--- src/rtl/bus_arbiter_rr_if.sv ---
// bus_arbiter_rr_if: response encodings and the shared request/response bus interface
package bus_pkg;
  typedef logic [1:0] resp_t;
  localparam resp_t RESP_OKAY = 2'b00;
  localparam resp_t RESP_SLVERR = 2'b10;
endpackage

interface bus_if;
  import bus_pkg::*;
  logic valid;
  logic ready;
  logic wr_en;
  logic [7:0] addr;
  logic [7:0] wdata;
  logic [7:0] rdata;
  resp_t resp;
  modport master(output valid, wr_en, addr, wdata, input ready, rdata, resp);
  modport slave(input valid, wr_en, addr, wdata, output ready, rdata, resp);
endinterface

--- src/rtl/bus_arbiter_rr.sv ---
// bus_arbiter_rr: two-master round-robin bus arbiter with per-transaction timeout
module bus_arbiter_rr
  import bus_pkg::*;
#(
  parameter int TIMEOUT = 16
) (
  input  logic       clk,
  input  logic       rst_n,
  bus_if.slave       m0,
  bus_if.slave       m1,
  bus_if.master      s,
  output logic [1:0] grant,
  output logic       busy,
  output logic       timeout_err
);
  typedef enum logic [1:0] {IDLE, GRANT0, GRANT1} state_t;
  localparam logic [7:0] TLAST = 8'(TIMEOUT - 1);
  state_t state, nxt;
  logic last, last_nxt, gnt, sel, mv, to, fin;
  logic [7:0] tcnt, tcnt_nxt;
  assign gnt = state != IDLE;
  assign sel = state == GRANT1;
  assign mv = sel ? m1.valid : m0.valid;
  // a same-cycle s.ready beats the timeout; a dropped valid is an abandon, not a timeout
  assign to = gnt && mv && !s.ready && tcnt == TLAST;
  assign fin = gnt && (s.ready || to);
  always_comb begin
    nxt = state;
    if (!gnt) nxt = m0.valid && (!m1.valid || last) ? GRANT0 : m1.valid ? GRANT1 : IDLE;
    else if (fin || !mv) nxt = IDLE;
    last_nxt = fin ? sel : last;
    tcnt_nxt = gnt && nxt != IDLE ? (&tcnt ? tcnt : tcnt + 8'd1) : 8'd0;
  end
  always_ff @(posedge clk) begin
    if (!rst_n) begin
      state <= IDLE;
      last <= 1'b1;
      tcnt <= '0;
    end else begin
      state <= nxt;
      last <= last_nxt;
      tcnt <= tcnt_nxt;
    end
  end
  assign s.valid = gnt && mv && !to;
  assign s.wr_en = gnt && (sel ? m1.wr_en : m0.wr_en);
  assign s.addr = !gnt ? '0 : sel ? m1.addr : m0.addr;
  assign s.wdata = !gnt ? '0 : sel ? m1.wdata : m0.wdata;
  assign m0.ready = state == GRANT0 && (s.ready || to);
  assign m0.rdata = state == GRANT0 && !to ? s.rdata : '0;
  assign m0.resp = state != GRANT0 ? RESP_OKAY : to ? RESP_SLVERR : s.resp;
  assign m1.ready = sel && (s.ready || to);
  assign m1.rdata = sel && !to ? s.rdata : '0;
  assign m1.resp = !sel ? RESP_OKAY : to ? RESP_SLVERR : s.resp;
  assign grant = {sel, state == GRANT0};
  assign busy = |grant;
  assign timeout_err = to;
endmodule

--- src/flat_wrapper.sv ---
// flat-port wrapper written by rule: the top's interface ports become plain ports
module bus_arbiter_rr_flat import bus_pkg::*;
#(
  parameter int TIMEOUT = 16
)
  (clk, rst_n, grant, busy, timeout_err, m0_valid, m0_wr_en, m0_addr, m0_wdata, m0_ready, m0_rdata, m0_resp, m1_valid, m1_wr_en, m1_addr, m1_wdata, m1_ready, m1_rdata, m1_resp, s_valid, s_wr_en, s_addr, s_wdata, s_ready, s_rdata, s_resp);
  bus_if m0_i ();
  bus_if m1_i ();
  bus_if s_i ();
  input  logic clk;
  input  logic rst_n;
  output logic [1:0] grant;
  output logic busy;
  output logic timeout_err;
  input wire logic [$bits(m0_i.valid)-1:0] m0_valid;
  input wire logic [$bits(m0_i.wr_en)-1:0] m0_wr_en;
  input wire logic [$bits(m0_i.addr)-1:0] m0_addr;
  input wire logic [$bits(m0_i.wdata)-1:0] m0_wdata;
  output wire logic [$bits(m0_i.ready)-1:0] m0_ready;
  output wire logic [$bits(m0_i.rdata)-1:0] m0_rdata;
  output wire logic [$bits(m0_i.resp)-1:0] m0_resp;
  input wire logic [$bits(m1_i.valid)-1:0] m1_valid;
  input wire logic [$bits(m1_i.wr_en)-1:0] m1_wr_en;
  input wire logic [$bits(m1_i.addr)-1:0] m1_addr;
  input wire logic [$bits(m1_i.wdata)-1:0] m1_wdata;
  output wire logic [$bits(m1_i.ready)-1:0] m1_ready;
  output wire logic [$bits(m1_i.rdata)-1:0] m1_rdata;
  output wire logic [$bits(m1_i.resp)-1:0] m1_resp;
  output wire logic [$bits(s_i.valid)-1:0] s_valid;
  output wire logic [$bits(s_i.wr_en)-1:0] s_wr_en;
  output wire logic [$bits(s_i.addr)-1:0] s_addr;
  output wire logic [$bits(s_i.wdata)-1:0] s_wdata;
  input wire logic [$bits(s_i.ready)-1:0] s_ready;
  input wire logic [$bits(s_i.rdata)-1:0] s_rdata;
  input wire logic [$bits(s_i.resp)-1:0] s_resp;
  assign m0_i.valid = m0_valid;
  assign m0_i.wr_en = m0_wr_en;
  assign m0_i.addr = m0_addr;
  assign m0_i.wdata = m0_wdata;
  assign m0_ready = m0_i.ready;
  assign m0_rdata = m0_i.rdata;
  assign m0_resp = m0_i.resp;
  assign m1_i.valid = m1_valid;
  assign m1_i.wr_en = m1_wr_en;
  assign m1_i.addr = m1_addr;
  assign m1_i.wdata = m1_wdata;
  assign m1_ready = m1_i.ready;
  assign m1_rdata = m1_i.rdata;
  assign m1_resp = m1_i.resp;
  assign s_valid = s_i.valid;
  assign s_wr_en = s_i.wr_en;
  assign s_addr = s_i.addr;
  assign s_wdata = s_i.wdata;
  assign s_i.ready = s_ready;
  assign s_i.rdata = s_rdata;
  assign s_i.resp = s_resp;
  bus_arbiter_rr #(.TIMEOUT(TIMEOUT)) u_core (.clk(clk), .rst_n(rst_n), .m0(m0_i), .m1(m1_i), .s(s_i), .grant(grant), .busy(busy), .timeout_err(timeout_err));
endmodule
--- config.mk ---
export PLATFORM = sky130hd
export DESIGN_NAME = bus_arbiter_rr_flat
export DESIGN_NICKNAME = d
export VERILOG_FILES = /design/src/rtl/bus_arbiter_rr_if.sv /design/src/rtl/bus_arbiter_rr.sv /design/src/flat_wrapper.sv
export SDC_FILE = /design/constraint.sdc
export NUM_CORES = 1
export LEC_CHECK = 0
export ABC_AREA = 1
export BUFFER_PORTS_ARGS = -buffer_cell sky130_fd_sc_hd__clkbuf_2
export CAP_MARGIN = 25
export CORE_AREA = 8 8 65 67
export CTS_BUF_LIST = sky130_fd_sc_hd__clkbuf_16
export DETAILED_ROUTE_END_ITERATION = 12
export DIE_AREA = 0 0 73 75
export PLACE_DENSITY = 0.75
export SLEW_MARGIN = 5
export SYNTH_ARGS = -nofsm -noshare
export SYNTH_HDL_FRONTEND = slang
export SYNTH_SLANG_ARGS = --single-unit
--- constraint.sdc ---
create_clock -name clk -period 1.55 [get_ports clk]
set_input_delay 0.0775 -clock clk [delete_from_list [all_inputs] [get_ports clk]]
set_output_delay 0.0775 -clock clk [all_outputs]
set_load 0.05 [all_outputs]
==> results of run 1 <==
[cells by family after synthesis]
family | after synthesis | share of synthesized area (%)
fa+ha+maj | 4 | 4.58
buf+inv | 35 | 13.4
flops | 11 | 20.1
compound gates | 23 | 10.5
xor+xnor | 5 | 4.00
simple gates | 111 | 47.4
[per-stage QoR]
step,cells,setup WS (ps),util (%),instance area [sq um]
floorplan,189,-161,-,1360
global placement,339,5.25,79.7,2570
detailed placement,339,-65.4,79.7,2570
CTS,351,-199,88.2,2850
[repair_timing]
item | in CTS
pin swaps | 16
gates cloned | 1
setup endpoints to repair | 50
setup buffers | 7
resized for setup | 32
==> flow_summary.toml, run 1 <==
[synth]
synth.most_common_cell = "nor2_1"
synth_commonest_cells = "nor2_1 (62), inv_1 (22), o21ai_0 (19)"
synthTopCellsByArea = "nor2_1 (21%), dfxtp_1 (20%), o21ai_0 (8.7%)"
netlist_instances = 189
synthesis.area_sq_um = 1090
synth_seq_cells = 11
synth_edf_count = 0
synth_area_leader_cell = "nor2_1"
synth_top_area_share_pct = 21.3
synth_cell_type_count = 25
synth-main-ff-cell = "dfxtp_1"
yosysWarnings = 0
async_flop_share_pct = 0
yosysSeqAreaShare_pct = 20.1
syn_avg_cell_area_sq_um = 5.79
synth.net_count = 242

[placement]
io_buffers = 92
dp_hpwl_um = 4320
gp_congestion = 0.826

[clocking]
clock-root-buffer = "clkbuf_16"
cts_max_level = 1
cts-buffers-inserted = 3
cts.sinks = 11
cts_max_path_buffers = 2
ctsHoldBuffers = 0

[die]
die_w_um = 73
ioPinCount = 93
start_util_pct = 33.8
die_h_um = 75
placement_rows = 21

[status]
status = "stopped before the end"
error_line = "[ERROR DPL-0038] Utilization greater than 100%, impossible to legalize"
haltStage = "5_1_grt"

[sta]
postGrtWorstEndpoint = "m1_ready"
worst_endpoint_kind = "primary output"

[global_routing]
grt_max_degree = 20
==> inputs of run 2 (changes only) <==
--- a/config.mk
+++ b/config.mk
@@ -8,11 +8,10 @@
 export ABC_AREA = 1
 export BUFFER_PORTS_ARGS = -buffer_cell sky130_fd_sc_hd__clkbuf_2
 export CAP_MARGIN = 25
-export CORE_AREA = 8 8 65 67
-export CTS_BUF_LIST = sky130_fd_sc_hd__clkbuf_16
+export CORE_AREA = 8 8 78 80
 export DETAILED_ROUTE_END_ITERATION = 12
-export DIE_AREA = 0 0 73 75
-export PLACE_DENSITY = 0.75
+export DIE_AREA = 0 0 86 88
+export PLACE_DENSITY_LB_ADDON = 0.15
 export SLEW_MARGIN = 5
 export SYNTH_ARGS = -nofsm -noshare
 export SYNTH_HDL_FRONTEND = slang
==> constraint.sdc (replaced) <==
create_clock -name clk -period 2 [get_ports clk]
set_input_delay 0.1 -clock clk [delete_from_list [all_inputs] [get_ports clk]]
set_output_delay 0.1 -clock clk [all_outputs]
set_load 0.05 [all_outputs]
==> flow_summary.toml, run 2 <==
[status]
status = "finished, final reports clean"

[sta]
skew_ps = 2.79
clock.fmax_ghz = 0.546
maxSlewViolCount = 0
tightest_slew_ps = 299
final-hold-violation-count = 0
finalCritPeriodShare_pct = 91.6
relSlewSlack_pct = 80.2
holdWs_ps = 73.5
min_period_ps = 1830
setup_violations = 0

[die]
die_w_um = 86
coreArea_sq_um = 4910
ioPinCount = 93
die_h_um = 88
start_util_pct = 22.3
placement_rows = 26
die_area_sq_um = 7570

[global_routing]
grt_util_all_layers_pct = 9.69
met2_usage_pct = 18.8
grt_max_degree = 21
grt.busiest_layer = "met2"
grt.met3_usage_pct = 3.28
antenna_found_initial = 0
first_global_vias = 1317
grtUsageMet1_pct = 9.25
grt_pass1_wl_um = 6020
grt-ovfl-total = 0

[placement]
gp_congestion = 0.812
io_buffers = 92
dp_hpwl_um = 3230
dp.cells = 347

[route]
first_pass_iters = 4
drcViolationCount = 0
vias = 1411
ant_nets = 0
wire_per_inst_um = 11.3
vias_per_cell = 4.02
drtIter0Drc = 43
wirelength_um = 3960

[clocking]
post-cts-setup-buffers = 0
ctsHoldBuffers = 0
cts.reportedPaths.clkPinSlew_ps = 50
cts_tree = "built"
clk_latency_ps = 240
cts-buffers-inserted = 3
cts_max_path_buffers = 2
cts_max_level = 1
clock-root-buffer = "clkbuf_8"
cts.sinks = 11

[synth]
synthesis.area_sq_um = 1090
synth_commonest_cells = "nor2_1 (62), inv_1 (22), o21ai_0 (19)"
synth_area_leader_cell = "nor2_1"
synthTopCellsByArea = "nor2_1 (21%), dfxtp_1 (20%), o21ai_0 (8.7%)"
synth_edf_count = 0
async_flop_share_pct = 0
yosysSeqAreaShare_pct = 20.1
yosysWarnings = 0
synth_cell_type_count = 25
syn_avg_cell_area_sq_um = 5.79
synth.most_common_cell = "nor2_1"
synth-main-ff-cell = "dfxtp_1"
synth_seq_cells = 11
synth_top_area_share_pct = 21.3
netlist_instances = 189
synth.net_count = 242

[setup_path]
crit_fanout = 9
slowest_delay_ps = 350
criticalPathCategory = "flip-flop to output pin"
critical_path.slowest_cell = "dfxtp_1"
worstPathCellList = "inv_1, ha_2, inv_1, nand2_1, nand2_2, nor2_4, nand2_4, nand2_2, nor2_1, buf_6"
arrival_ps = 1730
start_kind = "flip-flop"
critical_path.endpoint_type = "output pin"
worstPathRequired_ps = 1900

[layout]
reg.largest.list = "u_core.tcnt: 8 flops, u_core.state: 2 flops, u_core.last: 1 flops"
stdcell_count = 351
fillers = 521
multi_input_area_sq_um = 749
drive_gt1_share_pct = 46.6
syn2layout_area_growth_pct = 72.7
largest_register_ffs = 8
final_nets = 335
antennaDiodeCount = 0
regMostFlops = "u_core.tcnt"
mostFrequentLayoutCells = "clkbuf_2 (69), nor2_1 (60), inv_1 (22), o21ai_0 (19), buf_6 (17)"
layout_commonest_cell = "clkbuf_2"
regArea_sq_um = 220

[job]
maxCapViolCount = 0

[pwr]
cellPowerDensity_nw_per_um2 = 476
leakage_uw = 0.00104
peakVddDrop_mv = 0.418

[min_path]
hp-class = "input pin to flip-flop"
run 2: cell counts after synthesis:
No cell type changed its count.
run 2: final cells by class:
cell class	count	area share [%]
Multi-Input combinational cell	143	39.7
Timing Repair Buffer	95	36.0
Inverter	28	5.57
Clock buffer	3	2.19
Sequential cell	11	11.7
Tap cell	70	4.64
Clock inverter	1	0.265
run 2: worst max-delay path: cells and delay by family (launching register included):
| family | cells | cell delay, ps |
|---|---|---|
| flops | 1 | 350 |
| buf+inv | 3 | 320 |
| fa+ha+maj | 1 | 210 |
| simple gates | 6 | 620 |
run 2: per-layer routing:
metal	vias to the layer above	wire length, um
met4	0	47
li1	754	-
met5	-	0
met3	4	381
met1	603	1510
met2	50	2020
run 2: cell families (layout without fill, tap and decap cells):
family          after synthesis  in the layout  synth area share, %
flops                        11             11                 20.1
simple gates                111            111                 47.4
buf+inv                      35            127                 13.4
compound gates               23             23                 10.5
xor+xnor                      5              5                 4.00
fa+ha+maj                     4              4                 4.58
run 2: worst paths after layout:
kind                        start             end  slack (ps)  cells after the start
hold / removal              rst_n     u_core.last          70                      2
hold reg to reg       u_core.last     u_core.last         460                      2
setup / recovery  u_core.state[0]     m0_rdata[3]         170                     10
setup reg to reg  u_core.state[1]  u_core.tcnt[5]         340                     10
run 2: timing repair:
action	in CTS	in global routing
endpoints found under the hold margin	0	0
resized for setup	18	40
endpoints found under the setup margin	18	20
run 2: per-stage QoR:
stage	cell area (sq um)	setup TNS, ps	utilization [%]	power, uW	setup slack (ps)
5_1_grt	1890	-3.39	38.4	956	-3.39
2_1_floorplan	1100	0	-	526	18.0
3_5_place_dp	1720	0	35.0	662	212
3_3_place_gp	1720	0	35.0	662	260
4_1_cts	1810	-28.9	36.8	900	-12.5
6_report	1890	0	38.4	899	167
run 2: power by group:
part / leakage (uW) / internal (uW) / switching (uW) / total [uW]
logic: 0.000922 / 140 / 307 / 447
registers: 0.0000892 / 225 / 3.39 / 228
clock network: 0.0000255 / 137 / 86.4 / 223
Note: power is estimated with default switching activity, not from simulation.
